### src/rtl/store_split_if.sv
// Store request / data-memory bus bundle for store_split_unit.
//   slave  : the store split unit's view. It takes requests and mem_ready, and drives
//            req_ready, the bus beat, done and err.
//   master : the environment's view (LSU + memory), with the opposite directions.
// Request side: req_valid, req_ready, req_type, req_addr, req_data.
// Bus side    : mem_valid, mem_ready, mem_addr, mem_wdata, mem_wstrb.
// Status      : done, err (one-cycle pulses).
interface store_split_if #(
    parameter int unsigned XLEN   = 32,
    parameter int unsigned ADDR_W = 32
);
    localparam int unsigned NB = XLEN / 8;

    logic              req_valid;
    logic              req_ready;
    logic [1:0]        req_type;
    logic [ADDR_W-1:0] req_addr;
    logic [XLEN-1:0]   req_data;
    logic              mem_valid;
    logic              mem_ready;
    logic [ADDR_W-1:0] mem_addr;
    logic [XLEN-1:0]   mem_wdata;
    logic [NB-1:0]     mem_wstrb;
    logic              done;
    logic              err;

    modport slave (
        input  req_valid, req_type, req_addr, req_data, mem_ready,
        output req_ready, mem_valid, mem_addr, mem_wdata, mem_wstrb, done, err
    );

    modport master (
        output req_valid, req_type, req_addr, req_data, mem_ready,
        input  req_ready, mem_valid, mem_addr, mem_wdata, mem_wstrb, done, err
    );
endinterface

### src/rtl/store_split_unit.sv
// Store split unit: accepts one store request (SB/SH/SW, plus SD when XLEN=64),
// aligns data and byte strobes to the bus word, and issues one or two bus beats
// over a valid/ready handshake. A store crossing a bus-word boundary is split.
// Ports:
//   clk    clock
//   reset  synchronous, active-high reset
//   bus    store_split_if.slave (request in, bus beat out, done/err pulses)
// All bus-side outputs are registered; there is no combinational path from req_* to mem_*.
module store_split_unit #(
    parameter int unsigned XLEN   = 32,
    parameter int unsigned ADDR_W = 32
) (
    input  logic          clk,
    input  logic          reset,
    store_split_if.slave  bus
);
    localparam int unsigned NB = XLEN / 8;
    localparam int unsigned OW = $clog2(NB);

    typedef enum logic [1:0] {StIdle, StBeat0, StBeat1, StErr} state_e;

    state_e            state_q;
    logic              mem_valid_q;
    logic [ADDR_W-1:0] mem_addr_q;
    logic [XLEN-1:0]   mem_wdata_q;
    logic [NB-1:0]     mem_wstrb_q;
    logic [XLEN-1:0]   hi_wdata_q;
    logic [NB-1:0]     hi_wstrb_q;
    logic              done_q;
    logic              err_q;

    // Alignment of the incoming request (only consumed on the accepting edge).
    int unsigned       size_bytes;
    logic [OW-1:0]     off;
    logic [NB-1:0]     strb_base;
    logic [XLEN-1:0]   data_m;
    logic [2*NB-1:0]   wide_strb;
    logic [2*XLEN-1:0] wide_data;
    logic              legal;

    always_comb begin
        unique case (bus.req_type)
            2'b00:   size_bytes = 1;
            2'b01:   size_bytes = 2;
            2'b10:   size_bytes = 4;
            default: size_bytes = 8;
        endcase
        off = bus.req_addr[OW-1:0];
        for (int i = 0; i < int'(NB); i++) begin
            strb_base[i]   = (i < int'(size_bytes));
            data_m[8*i +: 8] = strb_base[i] ? bus.req_data[8*i +: 8] : 8'h00;
        end
        wide_strb = {{NB{1'b0}}, strb_base} << off;
        wide_data = {{XLEN{1'b0}}, data_m} << {off, 3'b000};
        legal     = (XLEN == 64) || (bus.req_type != 2'b11);
    end

    always_ff @(posedge clk) begin
        if (reset) begin
            state_q     <= StIdle;
            mem_valid_q <= 1'b0;
            mem_addr_q  <= '0;
            mem_wdata_q <= '0;
            mem_wstrb_q <= '0;
            hi_wdata_q  <= '0;
            hi_wstrb_q  <= '0;
            done_q      <= 1'b0;
            err_q       <= 1'b0;
        end else begin
            done_q <= 1'b0;
            err_q  <= 1'b0;
            unique case (state_q)
                StIdle: begin
                    if (bus.req_valid) begin
                        if (legal) begin
                            mem_valid_q <= 1'b1;
                            mem_addr_q  <= {bus.req_addr[ADDR_W-1:OW], {OW{1'b0}}};
                            mem_wdata_q <= wide_data[XLEN-1:0];
                            mem_wstrb_q <= wide_strb[NB-1:0];
                            hi_wdata_q  <= wide_data[2*XLEN-1:XLEN];
                            hi_wstrb_q  <= wide_strb[2*NB-1:NB];
                            state_q     <= StBeat0;
                        end else begin
                            err_q   <= 1'b1;
                            state_q <= StErr;
                        end
                    end
                end
                StBeat0: begin
                    if (bus.mem_ready) begin
                        if (hi_wstrb_q != '0) begin
                            // Address wraps modulo 2^ADDR_W.
                            mem_addr_q  <= mem_addr_q + ADDR_W'(NB);
                            mem_wdata_q <= hi_wdata_q;
                            mem_wstrb_q <= hi_wstrb_q;
                            state_q     <= StBeat1;
                        end else begin
                            mem_valid_q <= 1'b0;
                            mem_addr_q  <= '0;
                            mem_wdata_q <= '0;
                            mem_wstrb_q <= '0;
                            done_q      <= 1'b1;
                            state_q     <= StIdle;
                        end
                    end
                end
                StBeat1: begin
                    if (bus.mem_ready) begin
                        mem_valid_q <= 1'b0;
                        mem_addr_q  <= '0;
                        mem_wdata_q <= '0;
                        mem_wstrb_q <= '0;
                        done_q      <= 1'b1;
                        state_q     <= StIdle;
                    end
                end
                StErr: begin
                    state_q <= StIdle;
                end
                default: state_q <= StIdle;
            endcase
        end
    end

    assign bus.req_ready = (state_q == StIdle);
    assign bus.mem_valid = mem_valid_q;
    assign bus.mem_addr  = mem_addr_q;
    assign bus.mem_wdata = mem_wdata_q;
    assign bus.mem_wstrb = mem_wstrb_q;
    assign bus.done      = done_q;
    assign bus.err       = err_q;
endmodule

### src/flat_wrapper.sv
// flat-port wrapper written by rule: the top's interface ports become plain ports
module store_split_unit_flat 
#(
    parameter int unsigned XLEN   = 32,
    parameter int unsigned ADDR_W = 32
)
  (clk, reset, bus_req_valid, bus_req_type, bus_req_addr, bus_req_data, bus_mem_ready, bus_req_ready, bus_mem_valid, bus_mem_addr, bus_mem_wdata, bus_mem_wstrb, bus_done, bus_err);
  store_split_if #(.XLEN(XLEN), .ADDR_W(ADDR_W)) bus_i ();
  input  logic clk;
  input  logic reset;
  input wire logic [$bits(bus_i.req_valid)-1:0] bus_req_valid;
  input wire logic [$bits(bus_i.req_type)-1:0] bus_req_type;
  input wire logic [$bits(bus_i.req_addr)-1:0] bus_req_addr;
  input wire logic [$bits(bus_i.req_data)-1:0] bus_req_data;
  input wire logic [$bits(bus_i.mem_ready)-1:0] bus_mem_ready;
  output wire logic [$bits(bus_i.req_ready)-1:0] bus_req_ready;
  output wire logic [$bits(bus_i.mem_valid)-1:0] bus_mem_valid;
  output wire logic [$bits(bus_i.mem_addr)-1:0] bus_mem_addr;
  output wire logic [$bits(bus_i.mem_wdata)-1:0] bus_mem_wdata;
  output wire logic [$bits(bus_i.mem_wstrb)-1:0] bus_mem_wstrb;
  output wire logic [$bits(bus_i.done)-1:0] bus_done;
  output wire logic [$bits(bus_i.err)-1:0] bus_err;
  assign bus_i.req_valid = bus_req_valid;
  assign bus_i.req_type = bus_req_type;
  assign bus_i.req_addr = bus_req_addr;
  assign bus_i.req_data = bus_req_data;
  assign bus_i.mem_ready = bus_mem_ready;
  assign bus_req_ready = bus_i.req_ready;
  assign bus_mem_valid = bus_i.mem_valid;
  assign bus_mem_addr = bus_i.mem_addr;
  assign bus_mem_wdata = bus_i.mem_wdata;
  assign bus_mem_wstrb = bus_i.mem_wstrb;
  assign bus_done = bus_i.done;
  assign bus_err = bus_i.err;
  store_split_unit #(.XLEN(XLEN), .ADDR_W(ADDR_W)) u_core (.clk(clk), .reset(reset), .bus(bus_i));
endmodule
### config.mk
export PLATFORM = sky130hd
export DESIGN_NAME = store_split_unit_flat
export DESIGN_NICKNAME = d
export VERILOG_FILES = /design/src/rtl/store_split_if.sv /design/src/rtl/store_split_unit.sv /design/src/flat_wrapper.sv
export SDC_FILE = /design/constraint.sdc
export NUM_CORES = 1
export LEC_CHECK = 0
export ABC_AREA = 1
export CORE_MARGIN = 2
export CORE_UTILIZATION = 50
export CTS_CLUSTER_SIZE = 8
export DETAILED_ROUTE_END_ITERATION = 6
export DONT_BUFFER_PORTS = 1
export MAX_ROUTING_LAYER = met4
export PLACE_DENSITY = 0.68
export SLEW_MARGIN = 0
export SYNTH_ARGS = -nofsm -noshare
export SYNTH_HDL_FRONTEND = slang
export SYNTH_SLANG_ARGS = --single-unit
### constraint.sdc
create_clock -name clk -period 2.82 [get_ports clk]
set_input_delay 0.282 -clock clk [delete_from_list [all_inputs] [get_ports clk]]
set_output_delay 0.282 -clock clk [all_outputs]
set_load 0.01 [all_outputs]
==> metrics <==
min-delay src bus_req_data[30]; clock tree sinks just under 100; outcome finished, final reports clean; drc violations 0; P&R area growth vs syn 5.51%; Avg Cell Area, Syn 6.29 sq um; R2R depth 8; num rows 38; largest net degree at the start of global routing 70; Worst setup EP type register; Max-Cap Viols 0; reg2reg end u_core.bus.mem_addr[26]; final worst-path cycle share 86.9%; final instance area about 5800 sq um; first-pass GRT wire length 27000 um; Max rail drop VDD 0.567 mV; antenna viol nets, final 0; number of global-route vias before repair between 5000 and 6000; setup ws final roughly 0.37 ns; port buffer count 0; initial core utilization approximately half; commonest cells after routing, fill and taps aside nand2_1 (250), dfxtp_1 (98), a21oi_1 (93); setup repair bufs after CTS 0; Detailed Route WL approximately 17000 um; Core Region 10700 sq um; Worst setup SP type register; Max-slew headroom 52.0%; post-DP HPWL ~13000 um; Req. time, crit path around 3.1 ns; RSZ-0062 raised after global routing no; Max Clock Skew ~0.012 ns; Worst Path Arrival 2.77 ns; Worst-Skew Late Latency 0.39 ns; # nets final 921; worst r2r src u_core.state_q[0]; PwrDens 980 nW/um^2; Layout fillers 1150; total CTS buffers 9; DP Cell Count 974; Die W 108 um; TritonCTS clock tree built; via count 5611; post-cts resize count 0; area of the multi-input gates 2970 sq um; die footprint 11800 sq um; Tmin final roughly 2.4 ns; placed cell area ~5500 sq um; CTS max path bufs 2; gr usage total 30.6%; Slew Limit Fails 0; commonest non-fill, non-tap cell in the layout nand2_1; initial DRC count 459; GRT Residual Overflow 0; flop and latch count out of synthesis 98; worst-path maximum fanout 10; Avg WL per Cell between 15 and 20 um; Setup TNS 0 ns; fraction of layout cells with a size suffix above 1 4.94%; Cell Area, Synth 5450 sq um; delay of the slowest critical-path stage about 0.47 ns; r2r setup slk 0.37 ns; # setup viols final 0; worst hold stages 2; critical path cell sequence inv_1 > ha_1 > inv_2 > nor2_2 > inv_2 > nor2_2 > nand3_1 > a21oi_1; count of warnings emitted by yosys 0; slowest stage cell, crit path ha_1; Reg area 1960 sq um; Unique masters post-synth 35; initial antenna violation count 0; Post-Place Worst Slack 0.390 ns; Pre-Repair DR Iteration Count 6; Non-Filler Instances 991; Max Clk Rate 408 MHz; worst min path class input port to register; Worst-Margin Slew 0.719 ns; Die Y 108 um; H-Tree Depth 3; kind of critical path register to register; Ant. Diodes 0; Worst Hold End u_core.hi_wdata_q[22]; final hold violation count 0; vias per cell 5.66; root buf cell clkbuf_8; Synth Instances 867; register area share after synthesis 36.0%; gpl congestion 0.957; # IOs 142; Worst-path clk slew 0.11 ns; Util after Layout between 50 and 60%; leakage power about 2.2 nW
-- final cells by class --
| class | count | area share (%) |
|---|---|---|
| Sequential cell | 98 | 34.1 |
| Clock buffer | 11 | 2.28 |
| Inverter | 82 | 5.35 |
| Timing Repair Buffer | 12 | 2.13 |
| Clock inverter | 5 | 1.37 |
| Tap cell | 140 | 3.05 |
| Multi-Input combinational cell | 643 | 51.7 |
-- state kept, by name, summed over array words and instances, names as in the netlist --
name,flops
u_core.bus.err,1
u_core.bus.mem_wstrb,4
u_core.bus.mem_wdata,32
u_core.state_q,2
u_core.hi_wstrb_q,3
u_core.bus.mem_valid,1
u_core.bus.mem_addr,30
u_core.bus.done,1
u_core.hi_wdata_q,24
-- how the worst max path moves through the flow --
stage | from | endpoint | slack [ns] | cells after the start
floorplan | u_core.state_q[0] | u_core.bus.mem_addr[7] | 1.10 | 11
global placement | u_core.state_q[1] | u_core.bus.mem_addr[26] | 0.53 | 8
detailed placement | u_core.state_q[0] | u_core.bus.mem_addr[26] | 0.39 | 8
CTS | u_core.state_q[0] | u_core.bus.mem_addr[26] | 0.36 | 8
global route | u_core.state_q[1] | u_core.bus.mem_addr[25] | 0.19 | 8
finish | u_core.state_q[0] | u_core.bus.mem_addr[26] | 0.37 | 8
-- metrics by stage --
stage	hold WS, ns	power, mW
2_1_floorplan	0.422	4.01
3_3_place_gp	0.358	4.56
3_5_place_dp	0.360	4.61
4_1_cts	0.00548	5.65
5_1_grt	0.0215	6.04
6_report	0.0127	5.64
-- layer usage --
| metal | vias up | track usage (%) | routed length (um) |
|---|---|---|---|
| li1 | 2786 | - | - |
| met1 | 2571 | 35.6 | 7030 |
| met2 | 220 | 49.8 | 8220 |
| met3 | 34 | 9.76 | 1640 |
| met4 | 0 | 10.9 | 458 |
| met5 | - | - | 0 |
-- report_power, final --
part | total, mW | internal, mW | switching (mW)
Combinational | 2.17 | 0.714 | 1.46
Clock | 1.02 | 0.500 | 0.524
Sequential | 2.44 | 1.82 | 0.618
Total | 5.64 | 3.04 | 2.60
-- synth_stat cells, drive strengths merged --
cell / n / area share [%]
nand2: 251 / 17
nor2: 99 / 7.5
dfxtp: 98 / 36
a21oi: 93 / 8.5
o21ai: 84 / 7.7
inv: 82 / 5.6
nand3: 44 / 4.4
clkbuf: 25 / 1.7
buf: 20 / 2.2
a31oi: 15 / 1.7
nand4: 12 / 1.4
nor3: 10 / 0.92
a22oi: 8 / 1.1
o21bai: 8 / 1.1
ha: 5 / 1.1
o211ai: 4 / 0.55
or2: 2 / 0.23
and2: 1 / 0.11
conb: 1 / 0.069
nor4: 1 / 0.11
o2111ai: 1 / 0.16
o22ai: 1 / 0.11
xnor2: 1 / 0.16
xor2: 1 / 0.16
-- cells by family (layout without fill, tap and decap cells) --
family	count (synthesis)	in the layout	synth area share [%]
adders and majority gates	5	5	1.15
other	1	2	0.0688
AOI/OAI and AO/OA	214	214	21.0
and+or+nand+nor	420	420	31.9
buffers and inverters	127	110	9.52
xor gates and xnor gates	2	2	0.321
DFF	98	98	36.0
-- worst max-delay path, delay by kind of cell (launching register included) --
family / cells / cell delay [ns]
AND/OR/NAND/NOR: 3 / 1.05
adder cells (fa/ha/maj): 1 / 0.47
flip-flops: 1 / 0.35
buffers and inverters: 3 / 0.33
AO/OA/AOI/OAI: 1 / 0.17
-- timing repair --
| item | CTS | global route |
|---|---|---|
| hold endpoints to repair | 69 | 0 |
| hold buffers | 1 | 0 |
| setup endpoints to repair | 0 | 0 |
Note: power is estimated with default switching activity, not from simulation.
